<file path="src/rtl/snpu_pkg.sv">
// ----------------------------------------------------------------------------
// snpu_pkg
// Shared types and constants for the random-bank harvester:
//   RND_W    - width of one raw word delivered by the bank
//   PAIRS    - bit pairs examined per raw word by the von Neumann debiaser
//   BYTE_W   - width of one output byte
//   harvest_state_e - sampling FSM states
//   vn_keep()       - von Neumann pair test (unequal pair yields a bit)
// ----------------------------------------------------------------------------
package snpu_pkg;

  localparam int RND_W  = 16;
  localparam int PAIRS  = 8;
  localparam int BYTE_W = 8;

  typedef enum logic [1:0] {
    RUN     = 2'd0,
    SETTLE  = 2'd1,
    CAPTURE = 2'd2,
    EXTRACT = 2'd3
  } harvest_state_e;

  // A pair carries an unbiased bit only when its two halves differ.
  function automatic logic vn_keep(input logic [1:0] pair);
    return pair[1] ^ pair[0];
  endfunction

endpackage

</file>
<file path="src/rtl/rnd_byte_fifo.sv">
// ----------------------------------------------------------------------------
// rnd_byte_fifo
// First-word-fall-through FIFO for the harvested bytes. DEPTH must be a power
// of two (>= 2) so the pointers wrap naturally.
// Ports:
//   i_clk, i_rst      clock, asynchronous active-high reset
//   i_push, i_push_data  write strobe/data (ignored when full)
//   i_pop             read strobe (ignored when empty)
//   o_data            head entry, valid whenever o_valid is high
//   o_valid           FIFO non-empty
//   o_full            FIFO full
//   o_level           current occupancy
// ----------------------------------------------------------------------------
module rnd_byte_fifo
  import snpu_pkg::*;
#(
  parameter int DEPTH = 4,
  parameter int WIDTH = BYTE_W,
  localparam int AW   = $clog2(DEPTH),
  localparam int LW   = AW + 1
) (
  input  logic             i_clk,
  input  logic             i_rst,
  input  logic             i_push,
  input  logic [WIDTH-1:0] i_push_data,
  input  logic             i_pop,
  output logic [WIDTH-1:0] o_data,
  output logic             o_valid,
  output logic             o_full,
  output logic [LW-1:0]    o_level
);

  logic [WIDTH-1:0] r_mem [DEPTH];
  logic [AW-1:0]    r_wr_ptr;
  logic [AW-1:0]    r_rd_ptr;
  logic [LW-1:0]    r_level;
  logic             w_do_push;
  logic             w_do_pop;

  assign o_full    = (r_level == LW'(DEPTH));
  assign o_valid   = (r_level != LW'(0));
  assign o_data    = r_mem[r_rd_ptr];
  assign o_level   = r_level;
  assign w_do_push = i_push && !o_full;
  assign w_do_pop  = i_pop && o_valid;

  // Storage, pointers and occupancy; push+pop together leaves level unchanged.
  always_ff @(posedge i_clk or posedge i_rst) begin
    if (i_rst) begin
      for (int i = 0; i < DEPTH; i++) begin
        r_mem[i] <= WIDTH'(0);
      end
      r_wr_ptr <= AW'(0);
      r_rd_ptr <= AW'(0);
      r_level  <= LW'(0);
    end else begin
      if (w_do_push) begin
        r_mem[r_wr_ptr] <= i_push_data;
        r_wr_ptr        <= r_wr_ptr + AW'(1);
      end
      if (w_do_pop) begin
        r_rd_ptr <= r_rd_ptr + AW'(1);
      end
      case ({w_do_push, w_do_pop})
        2'b10:   r_level <= r_level + LW'(1);
        2'b01:   r_level <= r_level - LW'(1);
        default: r_level <= r_level;
      endcase
    end
  end

endmodule

</file>
<file path="src/rtl/rnd_harvester.sv">
// ----------------------------------------------------------------------------
// rnd_harvester
// Samples the free-running random bank once per period (run, freeze/settle,
// capture, extract), debiases each 16-bit word with a serial von Neumann
// extractor, packs the bits into bytes and streams them out of a FWFT FIFO.
// A sticky repetition-count alarm stops sampling when the bank looks stuck.
// Ports:
//   i_clk, i_rst      clock, asynchronous active-high reset
//   i_en              harvesting enable
//   o_bank_freeze     bank freeze (high in SETTLE and CAPTURE)
//   o_bank_addr       bank generator select, advances per capture
//   i_bank_data       raw word from the selected generator
//   o_out_data        FIFO head byte
//   o_out_valid       FIFO non-empty
//   i_out_ready       consumer accepts the head byte
//   o_fifo_level      FIFO occupancy
//   o_alarm           sticky health failure
// ----------------------------------------------------------------------------
module rnd_harvester
  import snpu_pkg::*;
#(
  parameter int RND_N         = 48,
  parameter int ADDR_W        = $clog2(RND_N),
  parameter int RUN_CYCLES    = 16,
  parameter int SETTLE_CYCLES = 2,
  parameter int FIFO_DEPTH    = 4,
  parameter int REP_LIMIT     = 4
) (
  input  logic                        i_clk,
  input  logic                        i_rst,
  input  logic                        i_en,
  output logic                        o_bank_freeze,
  output logic [ADDR_W-1:0]           o_bank_addr,
  input  logic [RND_W-1:0]            i_bank_data,
  output logic [BYTE_W-1:0]           o_out_data,
  output logic                        o_out_valid,
  input  logic                        i_out_ready,
  output logic [$clog2(FIFO_DEPTH):0] o_fifo_level,
  output logic                        o_alarm
);

  // One counter serves all timed states, so size it for the longest one.
  localparam int CNT_W   = $clog2(RUN_CYCLES + SETTLE_CYCLES + PAIRS) + 1;
  localparam int PAIR_AW = $clog2(PAIRS);
  localparam int BCW     = $clog2(BYTE_W);
  localparam int REP_W   = $clog2(REP_LIMIT) + 1;

  harvest_state_e     r_state;
  harvest_state_e     w_state_nxt;
  logic [CNT_W-1:0]   r_cnt;
  logic [CNT_W-1:0]   w_cnt_nxt;
  logic               r_freeze;
  logic [ADDR_W-1:0]  r_addr;
  logic [RND_W-1:0]   r_word;
  logic               r_prev_valid;
  logic [REP_W-1:0]   r_rep_cnt;
  logic               r_alarm;
  logic [BYTE_W-1:0]  r_acc;
  logic [BCW-1:0]     r_bitcnt;

  logic               w_fifo_full;
  logic               w_run_ok;
  logic [1:0]         w_pair;
  logic               w_keep;
  logic [BYTE_W-1:0]  w_shift;
  logic               w_push;
  logic               w_same;
  logic [REP_W-1:0]   w_rep_nxt;

  assign w_run_ok = i_en && !w_fifo_full && !r_alarm;

  // Pair k of the captured word is selected by the low counter bits in EXTRACT.
  assign w_pair  = r_word[{r_cnt[PAIR_AW-1:0], 1'b0} +: 2];
  assign w_keep  = (r_state == EXTRACT) && vn_keep(w_pair);
  assign w_shift = {w_pair[1], r_acc[BYTE_W-1:1]};
  // The eighth kept bit completes a byte; the alarm suppresses the push.
  assign w_push  = w_keep && (r_bitcnt == BCW'(BYTE_W - 1)) && !r_alarm;

  // The stored word doubles as the previous capture for the repetition test.
  assign w_same    = r_prev_valid && (i_bank_data == r_word);
  assign w_rep_nxt = w_same ? (r_rep_cnt + REP_W'(1)) : REP_W'(1);

  assign o_bank_freeze = r_freeze;
  assign o_bank_addr   = r_addr;
  assign o_alarm       = r_alarm;

  // Next-state and timing counter for the sampling FSM.
  always_comb begin
    w_state_nxt = r_state;
    w_cnt_nxt   = r_cnt;
    case (r_state)
      RUN: begin
        if (w_run_ok) begin
          if (r_cnt == CNT_W'(RUN_CYCLES - 1)) begin
            w_cnt_nxt   = CNT_W'(0);
            w_state_nxt = SETTLE;
          end else begin
            w_cnt_nxt = r_cnt + CNT_W'(1);
          end
        end else begin
          w_cnt_nxt = r_cnt;
        end
      end
      SETTLE: begin
        if (r_cnt == CNT_W'(SETTLE_CYCLES - 1)) begin
          w_cnt_nxt   = CNT_W'(0);
          w_state_nxt = CAPTURE;
        end else begin
          w_cnt_nxt = r_cnt + CNT_W'(1);
        end
      end
      CAPTURE: begin
        w_cnt_nxt   = CNT_W'(0);
        w_state_nxt = EXTRACT;
      end
      EXTRACT: begin
        if (r_cnt == CNT_W'(PAIRS - 1)) begin
          w_cnt_nxt   = CNT_W'(0);
          w_state_nxt = RUN;
        end else begin
          w_cnt_nxt = r_cnt + CNT_W'(1);
        end
      end
      default: begin
        w_cnt_nxt   = CNT_W'(0);
        w_state_nxt = RUN;
      end
    endcase
  end

  // State register; freeze is registered from the next state so it is a
  // glitch-free decode of SETTLE/CAPTURE.
  always_ff @(posedge i_clk or posedge i_rst) begin
    if (i_rst) begin
      r_state  <= RUN;
      r_cnt    <= CNT_W'(0);
      r_freeze <= 1'b0;
    end else begin
      r_state  <= w_state_nxt;
      r_cnt    <= w_cnt_nxt;
      r_freeze <= (w_state_nxt == SETTLE) || (w_state_nxt == CAPTURE);
    end
  end

  // Capture, address advance and repetition-count health test.
  always_ff @(posedge i_clk or posedge i_rst) begin
    if (i_rst) begin
      r_word       <= RND_W'(0);
      r_addr       <= ADDR_W'(0);
      r_prev_valid <= 1'b0;
      r_rep_cnt    <= REP_W'(0);
      r_alarm      <= 1'b0;
    end else if (r_state == CAPTURE) begin
      r_word       <= i_bank_data;
      r_addr       <= (r_addr == ADDR_W'(RND_N - 1)) ? ADDR_W'(0) : (r_addr + ADDR_W'(1));
      r_prev_valid <= 1'b1;
      r_rep_cnt    <= w_rep_nxt;
      if (w_rep_nxt >= REP_W'(REP_LIMIT)) begin
        r_alarm <= 1'b1;
      end
    end
  end

  // Debiaser accumulator: kept bits shift in at the MSB, so the first bit of
  // a byte ends up in bit 0.
  always_ff @(posedge i_clk or posedge i_rst) begin
    if (i_rst) begin
      r_acc    <= BYTE_W'(0);
      r_bitcnt <= BCW'(0);
    end else if (w_keep) begin
      r_acc    <= w_shift;
      r_bitcnt <= (r_bitcnt == BCW'(BYTE_W - 1)) ? BCW'(0) : (r_bitcnt + BCW'(1));
    end
  end

  rnd_byte_fifo #(
    .DEPTH (FIFO_DEPTH),
    .WIDTH (BYTE_W)
  ) u_fifo (
    .i_clk       (i_clk),
    .i_rst       (i_rst),
    .i_push      (w_push),
    .i_push_data (w_shift),
    .i_pop       (i_out_ready),
    .o_data      (o_out_data),
    .o_valid     (o_out_valid),
    .o_full      (w_fifo_full),
    .o_level     (o_fifo_level)
  );

endmodule

</file>
<file path="config.mk">
export PLATFORM = sky130hd
export DESIGN_NAME = rnd_harvester
export DESIGN_NICKNAME = d
export VERILOG_FILES = /design/src/rtl/snpu_pkg.sv /design/src/rtl/rnd_byte_fifo.sv /design/src/rtl/rnd_harvester.sv
export SDC_FILE = /design/constraint.sdc
export NUM_CORES = 1
export LEC_CHECK = 0
export BUFFER_PORTS_ARGS = -buffer_cell sky130_fd_sc_hd__buf_2
export CAP_MARGIN = 30
export CORE_UTILIZATION = 66
export CTS_BUF_LIST = sky130_fd_sc_hd__clkbuf_4
export CTS_CLUSTER_DIAMETER = 120
export DETAILED_ROUTE_END_ITERATION = 6
export GPL_TIMING_DRIVEN = 0
export MAX_ROUTING_LAYER = met4
export PLACE_DENSITY = 0.95
export SYNTH_ARGS = -nofsm -noshare
export SYNTH_HDL_FRONTEND = slang
export SYNTH_HIERARCHICAL = 1
export SYNTH_SLANG_ARGS = --single-unit
</file>
<file path="constraint.sdc">
create_clock -name i_clk -period 9.1 [get_ports i_clk]
set_input_delay 0.455 -clock i_clk [delete_from_list [all_inputs] [get_ports i_clk]]
set_output_delay 0.455 -clock i_clk [all_outputs]
set_load 0.01 [all_outputs]
</file>
==> run_results.csv <==
group,metric,value,unit
sta,fin_crit,3.81,ns
sta,fmax,0.263,GHz
clock_network,cts_buffer_depth,2,
yosys,ys_top_cells_by_area,"dfrtp_1 (51%), mux2_2 (11%), mux4_2 (6.5%)",
sta,setup_viol,0,
clock_network,path_clk_slew,0.13,ns
sta,worst_slew_margin_rel,45.4,%
yosys,ys.flop_type,"dfrtp_1",
critical_path,r2r_start,"r_cnt[0]",
clock_network,cts_root_buf,"clkbuf_4",
die,row_count,28,
detailed_routing,vias_per_cell,5.76,
power_and_ir_drop,p_leak,2.23,nW
die,core,0.00599,mm²
sta,rsz0062_at_grt,"false",
global_routing,grt_max_degree,39,
sta,setup_tns,0,ns
clock_network,clock-sinks,85,
final_layout,regArea,0.00213,mm²
yosys,yosysTopAreaCellShare,51.5,%
critical_path,cp-endpoint,"u_fifo/o_level[2]",
power_and_ir_drop,vdd_drop_max,0.211,mV
critical_path,reg2reg_slack,5.29,ns
critical_path,r2r_cells,12,
critical_path,crit_type,"reg2reg",
detailed_routing,final_antenna_net_count,0,
yosys,synth_edf_count,0,
final_layout,layout_commonest_cell,"dfrtp_1",
global_routing,track_usage,28.9,%
yosys,avgSynthCellArea,11.9,µm²
sta,hold_viol,0,
sta,fin_ws,5.29,ns
sta,fin_crit_sh,41.8,%
yosys,synth-seq-cells,85,
clock_network,insertion_delay,0.44,ns
final_layout,mostFrequentLayoutCells,"dfrtp_1 (85), nand2_1 (68), buf_2 (41)",
detailed_routing,vias,2769,
run_status,outcome,"complete, no violations",
die,dieArea,0.00658,mm²
detailed_routing,firstDrtPassIters,4,
critical_path,cp-end-kind,"flop",
critical_path,path_max_fanout,7,
sta,max_slew.worst_pin.slew,0.808,ns
place,dp_slack,5.35,ns
detailed_routing,wl_per_cell,16.4,µm
clock_network,htree_levels,3,
final_layout,nFillCells,381,
critical_path,r2r_end,"u_fifo/o_level[2]",
yosys,yosys_warnings,6,
critical_path,critPathLaunchType,"flop",
critical_path,required,9.43,ns
place,io_buffers,39,
critical_path,crit_path_start,"r_cnt[0]",
die,ios,40,
final_layout,drive_gt1_share,29.8,%
yosys,syn_inst,348,
global_routing,grt_pass1_vias,2966,
clock_network,cts_tree,"done",
detailed_routing,drtIter0Drc,163,
final_layout,antenna_cells,0,
yosys,async_flop_share,100,%
worst_hold_path,hold_class,"in2reg",
die,fp.dieH,81.1,µm
final_layout,nNetsFinal,433,
yosys,yosysUniqueCellTypes,44,
yosys,synth_area,0.00413,mm²
power_and_ir_drop,total_power,1.50,mW
sta,fin_skew,0.0118,ns
critical_path,worst_ep_arrival_time,4.14,ns
global_routing,grt_pass1_wl,13.4,mm
global_routing,antenna_found_initial,0,
flow_run,maxCapViolations,0,
final_layout,multi_input_area,0.00193,mm²
detailed_routing,routed_wl,7.89,mm
die,initial_utilization,69.0,%
yosys,syn_nets,380,
clock_network,cts-buffers-inserted,9,
detailed_routing,drc,0,
sta,slew_viol_final,0,
global_routing,grt.overflow.total,0,
clock_network,cts_setup_buffers,0,
place,hpwl,5.70,mm
yosys,yosysSeqAreaShare,51.5,%
place,gp_congestion,0.885,
yosys,yosys.area.top_type,"dfrtp_1",
final_layout,syn2layout_area_growth,11.1,%
die,die-width,81.1,µm
power_and_ir_drop,powerDensity,327,mW/mm²
metal layers:
layer | up-vias | part of all wire, % | GRT usage (%)
met5 | - | 0 | -
met2 | 63 | 52 | 48.3
li1 | 1316 | - | -
met1 | 1375 | 42 | 33.8
met3 | 15 | 3.7 | 7.87
met4 | 0 | 2.0 | 9.64
area by class of cell:
class | count | share of cell area (%)
Buffer | 10 | 0.872
Clock buffer | 11 | 1.80
Clock inverter | 5 | 0.600
Inverter | 10 | 0.818
Multi-Input combinational cell | 243 | 42.0
Sequential cell | 85 | 46.3
Tap cell | 75 | 2.04
Timing Repair Buffer | 42 | 5.51
where the power goes:
| part | leakage (nW) | switching (mW) | internal (mW) |
|---|---|---|---|
| clock | 0.0579 | 0.123 | 0.0601 |
| sequential | 1.08 | 0.122 | 0.509 |
| combinational | 1.09 | 0.358 | 0.330 |
registers in the layout, summed over array words and instances, names as in the netlist:
name             flops
r_word              16
u_fifo/r_rd_ptr      2
o_bank_addr          6
r_bitcnt             3
r_state              2
r_rep_cnt            3
o_alarm              1
u_fifo/o_level       3
o_bank_freeze        1
r_cnt                6
u_fifo/r_mem        32
u_fifo/r_wr_ptr      2
r_prev_valid         1
r_acc                7
worst min path at each step:
stage                     cells after the start  slack (ns)      startpoint      endpoint
after global routing                          3        0.21  i_bank_data[4]     r_word[4]
after CTS                                     3        0.20  i_bank_data[8]     r_word[8]
after detailed placement                      2        0.39           i_rst     r_word[3]
final                                         3        0.23  i_bank_data[2]     r_word[2]
after global placement                        1        0.46    r_rep_cnt[0]  r_rep_cnt[0]
after floorplan                               1        0.45    r_rep_cnt[0]  r_rep_cnt[0]
synthesized netlist by cell type (7+ instances only):
cell	n
o21ai_0	7
nand2_1	68
mux4_2	12
mux2_2	40
clkbuf_1	7
xor2_1	15
nor2_1	12
ha_1	11
a21oi_1	7
dfrtp_1	85
inv_1	10
xnor2_1	15
worst max-delay path, stage by stage, from the launching register on:
cell     delay [ns]
dfrtp_1        0.40
buf_2          0.24
mux4_2         0.54
mux2_2         0.35
xor2_2         0.20
nor4b_1        0.73
or2b_2         0.40
ha_1           0.23
inv_1          0.07
fa_1           0.18
xor2_1         0.16
nor2_1         0.07
xor2_1         0.14
cells by family after synthesis:
family                   synth area share, %
AO/OA/AOI/OAI                           4.03
multiplexers                            18.8
flip-flops                              51.5
XOR/XNOR                                6.75
AND/OR/NAND/NOR                         13.3
buffers and inverters                   1.88
adder cells (fa/ha/maj)                 3.81
stage by stage:
stage                     hold slack (ns)  utilization (%)  cells  instance area (µm²)
after floorplan                     0.446                -    348                 4130
after global placement              0.458             73.8    462                 4420
after detailed placement            0.392             74.6    464                 4470
after CTS                           0.197             76.6    481                 4590
after global routing                0.214             76.6    481                 4590
final                               0.225             76.6    481                 4590
what timing repair did:
item,in CTS,in global routing
hold buffers,1,0
resized for setup,0,0
hold endpoints to repair,8,0
Power figures use the tool's default switching activity.
